$ cat config.mk
export PLATFORM = sky130hd
export DESIGN_NAME = bcd_chain_counter
export DESIGN_NICKNAME = d
export VERILOG_FILES = /design/src/rtl/bcd_chain_counter.sv
export SDC_FILE = /design/constraint.sdc
export NUM_CORES = 1
export LEC_CHECK = 0
export BUFFER_PORTS_ARGS = -buffer_cell sky130_fd_sc_hd__buf_4
export CORE_MARGIN = 2
export CORE_UTILIZATION = 35
export DETAILED_ROUTE_END_ITERATION = 8
export GPL_TIMING_DRIVEN = 0
export MAX_ROUTING_LAYER = met4
export PLACE_DENSITY_LB_ADDON = 0.15
export SYNTH_ARGS = -nofsm -noshare
export SYNTH_HDL_FRONTEND = slang
export SYNTH_SLANG_ARGS = --single-unit
export TNS_END_PERCENT = 50
$ cat constraint.sdc
create_clock -name clk -period 3.1 [get_ports clk]
set_clock_uncertainty 0.05 [all_clocks]
set_input_delay 0.31 -clock clk [delete_from_list [all_inputs] [get_ports clk]]
set_output_delay 0.31 -clock clk [all_outputs]
set_load 0.01 [all_outputs]
$ cat src/rtl/bcd_chain_counter.sv
// Mixed-radix BCD counter: a chain of per-digit counters with individual limits.
// Supports up/down counting, clamped parallel load, sync clear, and wrap or saturate.
module bcd_chain_counter #(
  parameter int                  DIGITS    = 4,
  parameter logic [4*DIGITS-1:0] DIGIT_MAX = {DIGITS{4'h9}},
  parameter bit                  WRAP      = 1'b1
) (
  input  logic                  clk,
  input  logic                  rst_n,
  input  logic                  i_clear,
  input  logic [4*DIGITS-1:0]   i_init,
  input  logic                  i_init_vld,
  input  logic                  i_enable,
  input  logic                  i_count_down,
  output logic [4*DIGITS-1:0]   o_value,
  output logic                  o_carry,
  output logic                  o_wrap
);

  function automatic logic [3:0] clamp_digit(input logic [3:0] d, input logic [3:0] lim);
    return (d > lim) ? lim : d;
  endfunction

  function automatic logic [3:0] step_digit(input logic [3:0] d, input logic [3:0] lim,
                                            input logic down);
    if (down) return (d == 4'd0) ? lim : d - 4'd1;
    return (d >= lim) ? 4'd0 : d + 4'd1;
  endfunction

  logic [4*DIGITS-1:0] value_p1;
  logic                wrap_p1;
  logic [4*DIGITS-1:0] load_p0;
  logic [4*DIGITS-1:0] count_p0;
  logic [DIGITS-1:0]   at_bound_p0;
  logic [DIGITS-1:0]   en_p0;
  logic                all_bound_p0;
  logic                hold_p0;

  // Stage p0: boundary detect, enable ripple, candidate next values
  always_comb begin
    logic ripple;
    at_bound_p0 = '0;
    en_p0       = '0;
    load_p0     = '0;
    count_p0    = '0;
    ripple      = i_enable;
    for (int k = 0; k < DIGITS; k++) begin
      at_bound_p0[k] = i_count_down ? (value_p1[4*k +: 4] == 4'd0)
                                    : (value_p1[4*k +: 4] == DIGIT_MAX[4*k +: 4]);
      en_p0[k]       = ripple;
      ripple         = ripple & at_bound_p0[k];
      load_p0[4*k +: 4]  = clamp_digit(i_init[4*k +: 4], DIGIT_MAX[4*k +: 4]);
      count_p0[4*k +: 4] = en_p0[k] ? step_digit(value_p1[4*k +: 4], DIGIT_MAX[4*k +: 4],
                                                 i_count_down)
                                    : value_p1[4*k +: 4];
    end
  end

  assign all_bound_p0 = &at_bound_p0;
  // Saturating build freezes the whole value when the terminal count is reached
  assign hold_p0      = all_bound_p0 & (WRAP == 1'b0);

  // Stage p1: registered value and wrap pulse
  always_ff @(posedge clk or negedge rst_n) begin
    if (!rst_n) begin
      value_p1 <= '0;
      wrap_p1  <= 1'b0;
    end else begin
      wrap_p1 <= 1'b0;
      if (i_clear) begin
        value_p1 <= '0;
      end else if (i_init_vld) begin
        value_p1 <= load_p0;
      end else if (i_enable) begin
        if (!hold_p0) value_p1 <= count_p0;
        wrap_p1 <= all_bound_p0 & WRAP;
      end
    end
  end

  assign o_value = value_p1;
  assign o_wrap  = wrap_p1;
  assign o_carry = i_enable & all_bound_p0;

endmodule

==> impl_metrics.prom <==
# TYPE chip_impl_metric gauge
chip_impl_metric{name="ys_seq_elements",unit=""} 17
chip_impl_info{name="unrepaired_setup_endpoints_after_global_routing",value="false"} 1
chip_impl_info{name="yosys-top-cells-count",value="21 x sky130_fd_sc_hd__o21ai_0, 19 x sky130_fd_sc_hd__a21oi_1, 18 x sky130_fd_sc_hd__inv_1"} 1
chip_impl_metric{name="first_global_vias",unit=""} 1666
chip_impl_metric{name="grt_max_degree",unit=""} 18
chip_impl_info{name="worstSetupStartpointType",value="register"} 1
chip_impl_metric{name="cp_data_arrival_time",unit="ns"} 1.95
chip_impl_metric{name="path_max_fanout",unit=""} 6
chip_impl_metric{name="floorplan.core_area",unit="mm²"} 0.00504
chip_impl_metric{name="synth_area_per_cell",unit="µm²"} 8.01
chip_impl_metric{name="post-dp-hpwl",unit="mm"} 3.61
chip_impl_metric{name="clock_tree.htree_level_count",unit=""} 1
chip_impl_metric{name="die_height",unit="µm"} 75.8
chip_impl_metric{name="proportion_of_synthesized_chip_area_in_sequential_cells",unit="%"} 23.6
chip_impl_info{name="yosys-top-cells-area",value="sky130_fd_sc_hd__dfrtp_1 24%, sky130_fd_sc_hd__ha_1 9.0%, sky130_fd_sc_hd__o21ai_0 5.8%"} 1
chip_impl_metric{name="via_count",unit=""} 1871
chip_impl_metric{name="synth_largest_type_area_fraction",unit="%"} 23.6
chip_impl_metric{name="final.setup.tns",unit="ns"} 0
chip_impl_metric{name="route.final.wire_length",unit="mm"} 4.93
chip_impl_metric{name="initial_standard_cell_utilization_of_the_core",unit="%"} 35.7
chip_impl_info{name="cts.root.buffer_cell",value="sky130_fd_sc_hd__clkbuf_8"} 1
chip_impl_metric{name="drc",unit=""} 0
chip_impl_metric{name="cts-hold-fix-buffers",unit=""} 1
chip_impl_metric{name="hold_ws",unit="ns"} 0.272
chip_impl_metric{name="place_congestion",unit=""} 0.872
chip_impl_metric{name="place_ws",unit="ns"} 0.816
chip_impl_metric{name="antenna_found_initial",unit=""} 0
chip_impl_metric{name="detail_route.wl_per_cell",unit="µm"} 14.6
chip_impl_info{name="hold_path_class",value="in2reg"} 1
chip_impl_metric{name="area.growth.synth_to_final",unit="%"} 23.8
chip_impl_metric{name="ys_async_sr_fraction",unit="%"} 100
chip_impl_metric{name="leakage",unit="nW"} 0.977
chip_impl_metric{name="final-max-slew-violation-count",unit=""} 0
chip_impl_metric{name="wire_length_of_the_first_global_routing_pass",unit="mm"} 8.16
chip_impl_info{name="tritoncts",value="yes"} 1
chip_impl_metric{name="dr.pass1.iters",unit=""} 4
chip_impl_metric{name="buffer_ports.inserted",unit=""} 38
chip_impl_metric{name="ratio_of_cells_with_drive_above_1_in_the_final_layout",unit="%"} 18.7
chip_impl_metric{name="netlist-cell-type-count",unit=""} 51
chip_impl_info{name="timing_worst_setup_path_type",value="reg2out"} 1
chip_impl_metric{name="postSynthNetCount",unit=""} 260
chip_impl_info{name="status",value="finished clean"} 1
chip_impl_metric{name="cts-buffers-inserted",unit=""} 3
chip_impl_metric{name="final-hold-violation-count",unit=""} 0
chip_impl_metric{name="groute.usage.overall",unit="%"} 18.9
chip_impl_metric{name="io-pin-count",unit=""} 40
chip_impl_metric{name="finalSetupViolCount",unit=""} 0
chip_impl_metric{name="cts.path.max_buffers",unit=""} 2
chip_impl_metric{name="dieWidth",unit="µm"} 75.8
chip_impl_metric{name="final_nets",unit=""} 304
chip_impl_metric{name="worst-endpoint-required",unit="ns"} 2.74
chip_impl_metric{name="num_rows",unit=""} 26
chip_impl_metric{name="power_density",unit="mW/mm²"} 336
chip_impl_metric{name="min_period_over_period",unit="%"} 74.5
chip_impl_info{name="most_repeated_cell_in_the_gate_level_netlist_after_synthesis",value="sky130_fd_sc_hd__o21ai_0"} 1
chip_impl_metric{name="grt_remaining_overflow",unit=""} 0
chip_impl_info{name="post-synth-top-area-cell",value="sky130_fd_sc_hd__dfrtp_1"} 1
chip_impl_metric{name="worst_slew_pin_slew",unit="ns"} 0.587
chip_impl_metric{name="num_antenna_cells",unit=""} 0
chip_impl_info{name="ys.flop_type",value="sky130_fd_sc_hd__dfrtp_1"} 1
chip_impl_metric{name="fmaxAchievable",unit="MHz"} 433
chip_impl_metric{name="syn_inst",unit=""} 225
chip_impl_metric{name="dr.first_iter.drc_count",unit=""} 97
chip_impl_metric{name="ant_nets",unit=""} 0
chip_impl_metric{name="min_period",unit="ns"} 2.31
chip_impl_metric{name="irDropWorstVdd",unit="V"} 0.000189
chip_impl_metric{name="layout_setup_ws",unit="ns"} 0.791
chip_impl_metric{name="cap_viol_max_count",unit=""} 0
chip_impl_info{name="critPathCaptureType",value="primary output"} 1
chip_impl_metric{name="clock_edge_transition_at_the_registers_on_the_reported_setup_and_hold_paths",unit="ns"} 0.08
chip_impl_metric{name="synth.cell_area",unit="mm²"} 0.00180
chip_impl_metric{name="synth_edf_count",unit=""} 0
chip_impl_metric{name="slew_headroom",unit="%"} 60.9
chip_impl_metric{name="setup_repair_bufs_after_cts",unit=""} 0
chip_impl_metric{name="rrSetupSlack",unit="ns"} 0.85
chip_impl_metric{name="cts_resized",unit=""} 0
chip_impl_metric{name="ys.warnings.count",unit=""} 0
chip_impl_metric{name="die_area",unit="mm²"} 0.00574
chip_impl_metric{name="numClockSinks",unit=""} 17
chip_impl_metric{name="clkLatencyLatePin",unit="ns"} 0.26
chip_impl_metric{name="via_per_inst",unit=""} 5.54
==> per-layer routing <==
metal | track usage, % | vias to the layer above | wire, µm | share of wire, %
met2 | 29.6 | 44 | 2250 | 46
met3 | 1.59 | 4 | 166 | 3.4
li1 | - | 935 | - | -
met4 | 4.09 | 0 | 35 | 0.71
met1 | 26.7 | 888 | 2480 | 50
met5 | - | - | 0 | 0
==> registers in the layout (all words and copies together), names as in the netlist <==
register  cells
o_value      16
o_wrap        1
==> final cells by class <==
cell class / instances / area [µm²]
multi-input combinational: 175 / 1240
inverter: 18 / 67.6
tap: 70 / 87.6
buffer: 15 / 67.6
clock buffer: 4 / 45.0
fill: 528 / 2810
sequential: 17 / 425
timing repair buffer: 39 / 295
==> stage by stage <==
stage | total power [mW] | cells | instance area, µm² | utilization, %
CTS | 0.753 | 338 | 2230 | 44.2
detailed placement | 0.573 | 333 | 2170 | 43.1
global placement | 0.575 | 333 | 2170 | 43.1
finish | 0.749 | 338 | 2230 | 44.2
floorplan | 0.466 | 225 | 1800 | -
global route | 0.807 | 338 | 2230 | 44.2
==> cell families (layout without fill, tap and decap cells) <==
logic type / count (synthesis) / after routing / synth area share [%]
AOI/OAI and AO/OA: 93 / 93 / 36.3
adders and majority gates: 13 / 13 / 9.03
buffers and inverters: 33 / 76 / 7.50
DFF: 17 / 17 / 23.6
and+or+nand+nor: 69 / 69 / 23.5
==> power breakdown <==
part | switching (mW) | total (mW) | internal [mW]
Combinational | 0.161 | 0.299 | 0.138
Clock | 0.0876 | 0.179 | 0.0914
Sequential | 0.0324 | 0.272 | 0.239
==> worst max-delay path, cell delays in order, from the launching register on <==
cell,delay (ns)
sky130_fd_sc_hd__dfrtp_1,0.44
sky130_fd_sc_hd__inv_1,0.12
sky130_fd_sc_hd__ha_1,0.21
sky130_fd_sc_hd__and3b_1,0.17
sky130_fd_sc_hd__a31oi_1,0.07
sky130_fd_sc_hd__nand4b_1,0.22
sky130_fd_sc_hd__a211oi_1,0.28
sky130_fd_sc_hd__buf_4,0.18
==> layout by cell type, fill, tap and decap left out, types with 3 or more instances in the layout <==
master | Yosys | final
sky130_fd_sc_hd__and3b_1 | 3 | 3
sky130_fd_sc_hd__nand2_1 | 11 | 11
sky130_fd_sc_hd__nand2b_1 | 7 | 7
sky130_fd_sc_hd__inv_1 | 18 | 18
sky130_fd_sc_hd__nor2b_1 | 4 | 4
sky130_fd_sc_hd__dfrtp_1 | 17 | 17
sky130_fd_sc_hd__buf_4 | 0 | 38
sky130_fd_sc_hd__o21bai_1 | 4 | 4
sky130_fd_sc_hd__nor3b_1 | 5 | 5
sky130_fd_sc_hd__nor3_1 | 5 | 5
sky130_fd_sc_hd__a21o_1 | 6 | 6
sky130_fd_sc_hd__o31ai_1 | 4 | 4
sky130_fd_sc_hd__nand3b_1 | 6 | 6
sky130_fd_sc_hd__nor2_1 | 10 | 10
sky130_fd_sc_hd__a22oi_1 | 4 | 4
sky130_fd_sc_hd__o32ai_1 | 3 | 3
sky130_fd_sc_hd__clkbuf_1 | 10 | 11
sky130_fd_sc_hd__ha_1 | 13 | 13
sky130_fd_sc_hd__a21oi_1 | 19 | 19
sky130_fd_sc_hd__o21ai_0 | 21 | 21
sky130_fd_sc_hd__o21a_1 | 3 | 3
sky130_fd_sc_hd__a211oi_1 | 6 | 6
sky130_fd_sc_hd__a221oi_1 | 4 | 4
sky130_fd_sc_hd__clkbuf_8 | 0 | 3
==> worst paths after layout <==
check	from	to	cells after the start
setup / recovery	o_value[5]	o_carry	7
setup reg to reg	o_value[0]	o_value[12]	7
max in group asynchronous	rst_n	o_value[6]	2
min in group asynchronous	rst_n	o_value[14]	2
hold reg to reg	o_value[9]	o_value[9]	2
hold / removal	i_init[1]	o_value[1]	3
Power figures use the tool's default switching activity.
